[src/rtl/prog_counter.sv]
// prog_counter
//   Fully synchronous WIDTH-bit counter with programmable terminal count,
//   up/down direction, synchronous clear and load, and wrap or saturate
//   behaviour at the limits. All outputs are registered on the single clk.
//
// Parameters
//   WIDTH      counter width in bits (>= 1)
//   MAX_VALUE  terminal count, range 0..MAX_VALUE (1..2**WIDTH-1)
//   SATURATE   0: wrap at the limits, 1: hold at the limits
//
// Ports
//   clk         rising-edge clock
//   rst_n       asynchronous active-low reset
//   en          count enable
//   up          direction, 1 = up, 0 = down
//   load        synchronous load of load_value (clamped to MAX_VALUE)
//   load_value  value to load
//   clear       synchronous clear to 0 (highest priority)
//   count       current count
//   toggle      one-cycle mask of the count bits changed by the last update
//   wrap        one-cycle pulse on a counting wrap (cascade enable)
//   at_limit    count is at the limit of the direction sampled last edge
module prog_counter #(
    parameter int WIDTH     = 5,
    parameter int MAX_VALUE = (1 << WIDTH) - 1,
    parameter bit SATURATE  = 1'b0
) (
    input  logic             clk,
    input  logic             rst_n,
    input  logic             en,
    input  logic             up,
    input  logic             load,
    input  logic [WIDTH-1:0] load_value,
    input  logic             clear,
    output logic [WIDTH-1:0] count,
    output logic [WIDTH-1:0] toggle,
    output logic             wrap,
    output logic             at_limit
);

    localparam logic [WIDTH-1:0] MAX_V = WIDTH'(MAX_VALUE);
    localparam logic [WIDTH-1:0] ONE   = WIDTH'(1);

    // Out-of-range loads clamp so the counter never leaves 0..MAX_VALUE.
    function automatic logic [WIDTH-1:0] clamp_load(input logic [WIDTH-1:0] v);
        return (v > MAX_V) ? MAX_V : v;
    endfunction

    logic [WIDTH-1:0] next;
    logic             wrap_next;

    always_comb begin
        next      = count;
        wrap_next = 1'b0;
        if (clear) begin
            next = '0;
        end else if (load) begin
            next = clamp_load(load_value);
        end else if (en) begin
            if (up) begin
                if (count >= MAX_V) begin
                    if (!SATURATE) begin
                        next      = '0;
                        wrap_next = 1'b1;
                    end
                end else begin
                    next = count + ONE;
                end
            end else begin
                if (count == '0) begin
                    if (!SATURATE) begin
                        next      = MAX_V;
                        wrap_next = 1'b1;
                    end
                end else begin
                    next = count - ONE;
                end
            end
        end
    end

    // Output register stage: count, change mask, wrap pulse and the limit
    // flag decoded from the new count with the direction sampled this edge.
    always_ff @(posedge clk or negedge rst_n) begin
        if (!rst_n) begin
            count    <= '0;
            toggle   <= '0;
            wrap     <= 1'b0;
            at_limit <= 1'b0;
        end else begin
            count    <= next;
            toggle   <= count ^ next;
            wrap     <= wrap_next;
            at_limit <= up ? (next == MAX_V) : (next == '0);
        end
    end

endmodule

[config.mk]
export PLATFORM = sky130hd
export DESIGN_NAME = prog_counter
export DESIGN_NICKNAME = d
export VERILOG_FILES = /design/src/rtl/prog_counter.sv
export SDC_FILE = /design/constraint.sdc
export NUM_CORES = 1
export LEC_CHECK = 0
export CORE_UTILIZATION = 35
export CTS_CLUSTER_SIZE = 14
export DETAILED_ROUTE_END_ITERATION = 10
export DONT_BUFFER_PORTS = 1
export GPL_TIMING_DRIVEN = 0
export HOLD_SLACK_MARGIN = 0.1
export PLACE_DENSITY = 0.56
export RECOVER_POWER = 50
export SLEW_MARGIN = 15
export SYNTH_ARGS = -nofsm -noshare
export SYNTH_HDL_FRONTEND = slang
export SYNTH_SLANG_ARGS = --single-unit
[constraint.sdc]
create_clock -name clk -period 2.1 [get_ports clk]
set_clock_uncertainty 0.15 [all_clocks]
set_input_delay 0.42 -clock clk [delete_from_list [all_inputs] [get_ports clk]]
set_output_delay 0.42 -clock clk [all_outputs]
set_load 0.005 [all_outputs]
# Word-level counts from Yosys, hierarchy flattened
# Index checks and enable logic that the tools add are counted.
# W data, S select, Z words.
[totals] wordCells=26 inputBits=11 output_inout_bits=12 regBits=12
[op_classes] eq_ne=1 n_lt_le_gt_ge=2 muxes=14 reduce_logical=2 n_addsub=2 bitwise_logic=1
[op_table] operator="$mux W5" count=7
[op_table] operator="$logic_not A5 Y1" count=2
[op_table] operator="$mux W1" count=7
[op_table] operator="$add A5 B1 Y5 const B" count=1
[op_table] operator="$eq A5 B5 Y1 const B" count=1
[op_table] operator="$ge A5 B5 Y1 const B" count=1
[op_table] operator="$gt A5 B5 Y1 const B" count=1
[op_table] operator="$sub A5 B1 Y5 const B" count=1
[op_table] operator="$xor A5 B5 Y5" count=1

# Logic depth before layout (Yosys ltp)
# Gate-level depths: netlist (run 1).
[depth] ltp_word=8 ltp_mapped=9 ltp_nobuf=9

# Least setup slack after synthesis (run 1)
# OpenSTA, ideal clock, no wires.
[synth_path] path_kind="reg2reg" start="reg count[0]" end="reg at_limit" setup_ns=0.092 n_path_buf=0 required_time_ns=1.858 stages_incl_launch_ff=9 setup_slack_ns=-0.218 arrival_ns=2.076 synth_period_minus_slack_ns=2.318 path_cell_list="dfrtp_1 ha_1 and3_1 ha_1 nand2b_1 o311a_1 o31ai_4 nand4_1 o31ai_2"
[synth_via] elab_chain_cells=8 elab_cells_between_ends=13 cone_classes="add/sub (2); order compare (1); eq/ne (1); mux (7); reduce/logical (2)"
[synth_lines] item="start: declaration" line="35" source="output logic [WIDTH-1:0] count,"
[synth_lines] item="start signal: assignment" line="91" source="count <= next;"
[synth_lines] item="$sub A5 B1 Y5, or another cell as far along" line="76" source="next = count - ONE;"
[synth_lines] item="$mux W5 (on tied branches)" line="70, 61"
[synth_lines] item="$mux W5 *" line="60" source="if (up) begin"
[synth_lines] item="$mux W5 *" line="59" source="end else if (en) begin"
[synth_lines] item="$mux W5 *" line="57" source="end else if (load) begin"
[synth_lines] item="$mux W5 *" line="55" source="if (clear) begin"
[synth_lines] item="named net next[4]" line="49" source="logic [WIDTH-1:0] next;"
[synth_lines] item="$eq A5 B5 Y1 / $logic_not A5 Y1 (equally long branches)" line="94" source="at_limit <= up ? (next == MAX_V) : (next == '0);"
[synth_lines] item="$mux W1 *" line="94"
[synth_lines] item="end signal: assignment" line="94"
[synth_lines] item="end: declaration" line="38" source="output logic at_limit"
# The timed path passes the listed nets; every way through them passes the cells marked *.

# Final worst setup path (run 1)
# Same ends and word-level chain as after synthesis.

==> impl_metrics.py, run 1 <==
metrics = {
    "drt": {
        "viasPerCell": 5.656,
        "drt_wl_total_um": 2185,
        "drt_pass1_iterations": 4,
        "routedWlPerCell_um": 17.07,
        "ant_nets": 0,
        "drc": 0,
        "first_iter_violations": 16,
        "vias": 724,
    },
    "synth": {
        "syn_inst": 82,
        "ys_seq_elements": 12,
        "async_reset_ff_share_pct": 100.0,
        "synth_area_per_cell_um2": 10.42,
        "synth_top_cell_by_area": "dfrtp_1",
        "synth_most_common_cell": "dfrtp_1",
        "synthTopCellsByCount": "12 x dfrtp_1, 8 x inv_1",
        "syn_nets": 96,
        "yosys_warnings": 0,
        "synth_edf_count": 0,
        "synth_top_cell_area_share_pct": 35.14,
        "synth_cell_types": 37,
        "ys_seq_area_share_pct": 35.14,
        "syn-cell-area_um2": 854.6,
        "synth_area_leaders": "dfrtp_1 35%, ha_1 4.4%, xor2_1 4.1%",
        "synth_ff_type": "dfrtp_1",
    },
    "setup_path": {
        "critPathArrivalTime_ns": 2.37,
        "start_kind": "flip-flop",
        "path_class": "flip-flop to flip-flop",
        "end_kind": "flip-flop",
        "required_ns": 2.13,
        "crit_path_max_fanout": 8,
    },
    "floorplanning": {
        "dieWidth_um": 51.41,
        "core-area_um2": 2255,
        "dieArea_um2": 2643,
        "io_pins": 23,
        "start_util_pct": 37.90,
        "placementRows": 17,
        "die_y_um": 51.41,
    },
    "power": {
        "powerDensity_nw_per_um2": 550.7,
        "irDropWorstVdd_mv": 0.3154,
        "p_leak_nw": 0.4968,
        "p_total_mw": 0.6457,
    },
    "global_route": {
        "first_global_vias": 731,
        "antenna_found_initial": 0,
        "grt_usage_pct": 17.60,
        "overflow": 0,
        "grt_pass1_wl_um": 3325,
        "grt_max_degree": 13,
    },
    "sta": {
        "slew_headroom_pct": 66.10,
        "worst_pin_slew_ns": 0.5069,
        "fin_ws_ns": -0.2417,
        "timing.fmax_mhz": 427.0,
        "fin_hold_ws_ns": 0.1605,
        "min_period_over_period_pct": 111.5,
        "final-hold-violation-count": 0,
        "drv_slew": 0,
        "fin_crit_ns": 2.342,
        "rsz0062_at_grt": "true",
        "setup_violations": 7,
    },
    "final_layout": {
        "final_core_utilization_pct": 52.00,
        "final_layout_size_suffix_gt1_share_pct": 45.00,
        "fin_nets": 115,
        "final_area_um2": 1172,
        "antenna_cells": 0,
        "areaGrowthSynthToFinish_pct": 37.19,
        "fillerInstances": 223,
    },
    "clocking": {
        "htreeDepth": 1,
        "clock_latency_ns": 0.26,
        "path_clk_slew_ns": 0.07,
        "cts_buffers": 3,
        "clock_sink_count": 12,
        "cts_buffer_depth": 2,
        "cts-root-buf": "clkbuf_4",
        "cts_tree": "done",
    },
    "status": {
        "status": "finished, violations left",
        "failed_checks": "setup timing",
    },
    "placement": {
        "dp_hpwl_um": 1402,
        "io_buffer_count": 0,
        "dpl_cell_area_um2": 930.9,
        "gp_congestion": 0.8544,
    },
    "worst_hold_path": {
        "hp-class": "input port to flip-flop",
    },
    "job": {
        "max_cap_viol_count": 0,
    },
}
## registers in the layout, summed over array words and instances (netlist names)
register,cells
toggle,5
count,5
at_limit,1
wrap,1
## kinds of logic after synthesis
| group | count (synthesis) | synth area share, % |
|---|---|---|
| AND/OR/NAND/NOR | 27 | 20.64 |
| AO/OA/AOI/OAI | 21 | 25.77 |
| buffers and inverters | 13 | 7.906 |
| flip-flops | 12 | 35.14 |
| XOR/XNOR | 6 | 6.149 |
| adder cells (fa/ha/maj) | 3 | 4.393 |
## repair_timing
item,in CTS,in global routing
pin swaps,7,8
resized for setup,10,10
endpoints found under the setup margin,7,9
cloned,0,0
hold buffers,2,0
setup buffers,9,3
hold endpoints to repair,13,0
## placed cells by master (no fill, tap or decap), drive strengths merged, types with 2 or more instances in the layout
master and instances:
and3 4, xnor2 2, nand4 2, a221oi 3, nand2b 3, nor2 4
buf 17, dfrtp 12, nand2 2, ha 3, nor2b 3, clkbuf 4
dlygate4sd3 2, o21ai 4, a21oi 2, nor4b 2, inv 8, o31ai 2
xor2 4, nand3 2
## layer usage
| layer | track usage (%) | part of all wire (%) | vias to the layer above |
|---|---|---|---|
| met5 | 0 | 0 | - |
| met4 | 11.26 | 1.1 | 0 |
| met1 | 19.75 | 42 | 356 |
| met3 | 2.381 | 3.2 | 2 |
| met2 | 30.74 | 54 | 21 |
| li1 | - | - | 345 |
## layout make-up
cell class                      count  area, µm²  share of cell area (%)
Timing Repair Buffer               14      117.6                   10.03
Inverter                            8      30.03                   2.561
Clock buffer                        4      26.28                   2.241
Tap cell                           28      35.03                   2.988
Buffer                              5      37.54                   3.202
Multi-Input combinational cell     57      621.8                   53.04
Sequential cell                    12      304.0                   25.93
## path summary, 6_finish.rpt
kind | cells past startpoint | endpoint | start | slack [ns]
setup / recovery | 8 | at_limit | count[0] | -0.24
hold / removal | 1 | count[1] | clear | 0.16
setup reg to reg | 8 | at_limit | count[0] | -0.24
hold reg to reg | 2 | toggle[3] | count[3] | 0.53
max in group asynchronous | 1 | count[2] | rst_n | 1.02
min in group asynchronous | 1 | toggle[2] | rst_n | 0.41
## metrics by stage
step	cells	setup TNS (ns)	setup WS (ns)
floorplan	82	-0.04827	-0.04827
global placement	110	-0.7382	-0.3120
detailed placement	110	-0.7936	-0.3233
CTS	125	-0.5268	-0.1815
global route	128	-1.557	-0.3586
finish	128	-0.8778	-0.2417
## worst max-delay path: stages, from the launching register on
cell and delay [ns]:
dfrtp_2 0.49, ha_4 0.19, and3_4 0.15, ha_4 0.19
o311ai_4 0.28, a21oi_2 0.08, a2111oi_4 0.42, nand4_1 0.22
o31ai_4 0.09
## where the power goes
group	leakage, nW	switching, mW	internal [mW]
clock network	0.0150	0.0678	0.0734
registers	0.149	0.0300	0.259
logic	0.333	0.103	0.112
total	0.497	0.201	0.445
Note: power is estimated with default switching activity, not from simulation.
==> run 2: changes to the inputs <==
--- a/config.mk
+++ b/config.mk
@@ -5,6 +5,8 @@
 export SDC_FILE = /design/constraint.sdc
 export NUM_CORES = 1
 export LEC_CHECK = 0
+export ABC_CLOCK_PERIOD_IN_PS = 2100
+export CORE_MARGIN = 3
 export CORE_UTILIZATION = 35
 export CTS_CLUSTER_SIZE = 14
 export DETAILED_ROUTE_END_ITERATION = 10
@@ -13,7 +15,6 @@
 export HOLD_SLACK_MARGIN = 0.1
 export PLACE_DENSITY = 0.56
 export RECOVER_POWER = 50
-export SLEW_MARGIN = 15
 export SYNTH_ARGS = -nofsm -noshare
 export SYNTH_HDL_FRONTEND = slang
 export SYNTH_SLANG_ARGS = --single-unit
==> impl_metrics.py, run 2 (synthesis gave the netlist of run 1 again) <==
metrics = {
    "sta": {
        "drv_slew": 0,
        "rsz0062_at_grt": "true",
        "fin_crit_ns": 2.267,
        "fin_ws_ns": -0.1671,
        "worst_pin_slew_ns": 0.5154,
        "timing.fmax_mhz": 441.1,
        "setup_violations": 6,
        "min_period_over_period_pct": 108.0,
        "slew_headroom_pct": 65.53,
        "final-hold-violation-count": 0,
    },
    "drt": {
        "met1Wirelength_um": 797,
        "wl_met2_um": 1101,
        "drt_pass1_iterations": 4,
        "top_layer": "met3",
        "viasPerCell": 5.622,
        "drc": 0,
        "ant_nets": 0,
        "routedWlPerCell_um": 16.08,
        "wl_met3_um": 143,
        "vias": 714,
        "drt_wl_total_um": 2042,
        "first_iter_violations": 19,
    },
    "final_layout": {
        "antenna_cells": 0,
        "layout_commonest_cell": "dfrtp_1",
        "fin_cells": 127,
        "areaGrowthSynthToFinish_pct": 33.09,
        "final_cell_mix": "10 x dfrtp_1, 9 x buf_4, 6 x inv_1",
        "reg_top3": "count: 5 flops, toggle: 5 flops",
        "fin_nets": 114,
        "final_layout_size_suffix_gt1_share_pct": 42.42,
        "final_core_utilization_pct": 50.44,
    },
    "setup_path": {
        "crit_slowest_cell": "dfrtp_2",
        "critPathArrivalTime_ns": 2.28,
        "start_kind": "flip-flop",
        "path_class": "flip-flop to flip-flop",
        "end_kind": "flip-flop",
        "crit_path_max_fanout": 8,
        "path_cells": "inv_2 > ha_4 > buf_4 > nor3b_1 > a2bb2oi_1 > o311a_4 > o31ai_4 > buf_6 > o31ai_2",
        "critPathMaxStageDelay_ns": 0.49,
        "required_ns": 2.12,
    },
    "global_route": {
        "grt_max_degree": 13,
        "antenna_found_initial": 0,
        "grt_usage_pct": 13.92,
        "first_global_vias": 774,
        "overflow": 0,
        "grt_pass1_wl_um": 3477,
    },
    "power": {
        "irDropWorstVdd_mv": 0.3342,
        "switching_share_pct": 30.63,
        "power.switching_mw": 0.1940,
        "powerDensity_nw_per_um2": 556.8,
        "power_frac_seq_pct": 45.6,
        "p_clk_share_pct": 22.1,
        "p_comb_share_pct": 32.3,
        "p_leak_nw": 0.4855,
        "p_int_mw": 0.4393,
        "p_total_mw": 0.6333,
    },
    "clocking": {
        "cts_tree": "done",
        "path_clk_slew_ns": 0.07,
        "clock_sink_count": 12,
        "cts_buffer_depth": 2,
        "cts_buffers": 3,
        "cts-root-buf": "clkbuf_4",
        "clock_latency_ns": 0.26,
        "htreeDepth": 1,
    },
    "placement": {
        "dp_hpwl_um": 1444,
        "gp_congestion": 0.7919,
        "dp.cells": 110,
        "io_buffer_count": 0,
    },
    "floorplanning": {
        "core-area_um2": 2255,
        "start_util_pct": 37.90,
        "dieWidth_um": 55.41,
        "io_pins": 23,
        "die_y_um": 55.41,
        "placementRows": 17,
        "dieArea_um2": 3070,
    },
    "status": {
        "status": "finished, violations left",
        "failed_checks": "setup timing",
    },
    "worst_hold_path": {
        "hp-class": "input port to flip-flop",
    },
    "job": {
        "max_cap_viol_count": 0,
    },
}
-- run 2: cell type report --
type                            instances  area, µm²
Inverter                                8      30.03
Clock buffer                            4      26.28
Buffer                                  5      37.54
Timing Repair Buffer                   13      110.1
Tap cell                               28      35.03
Sequential cell                        12      302.8
Fill cell                             219       1117
Multi-Input combinational cell         57      595.6
-- run 2: timing repair --
action,4_1_cts,5_1_grt
endpoints found under the setup margin,6,10
endpoints found under the hold margin,13,0
pin swaps,6,8
hold buffers,2,0
setup buffers,9,2
gates resized for setup,9,6
-- run 2: worst paths after layout --
kind / endpoint / start / slack [ns] / cells past startpoint
max in group asynchronous: count[1] / rst_n / 1.02 / 1
worst min register to register: toggle[3] / count[3] / 0.49 / 2
worst max register to register: at_limit / count[0] / -0.17 / 9
min in group asynchronous: toggle[2] / rst_n / 0.41 / 1
worst min-delay path: count[1] / clear / 0.19 / 1
worst max-delay path: at_limit / count[0] / -0.17 / 9
-- run 2: metrics by stage --
stage,hold slack [ns],TNS (ns),setup WS [ns],instance area (µm²)
after detailed placement,-0.02532,-0.6888,-0.2912,930.9
after floorplan,-0.02559,-0.04827,-0.04827,895.9
after CTS,0.1836,-0.5011,-0.1689,1082
after global placement,-0.02535,-0.7624,-0.3142,930.9
after global routing,0.1870,-1.440,-0.2735,1137
final,0.1882,-0.6468,-0.1671,1137
-- run 2: metal layers --
layer  GRT usage [%]  vias to the layer above
li1                -                      338
met1           15.90                      342
met2           24.66                       34
met3           1.869                        0
met4           7.639                        0
met5               0                        -
-- run 2: worst max-delay path, delay by kind of cell, from the launching register on --
family,cells,cell delay (ns)
compound gates,4,0.77
flops,1,0.49
buf+inv,3,0.34
simple gates,1,0.25
fa+ha+maj,1,0.16
-- run 2: power groups by stage --
stage	Combinational (mW)	Clock [mW]	Sequential, mW
floorplan	0.118	0	0.287
global placement	0.138	0	0.293
detailed placement	0.139	0	0.294
CTS	0.185	0.148	0.289
global route	0.222	0.163	0.293
finish	0.204	0.140	0.289
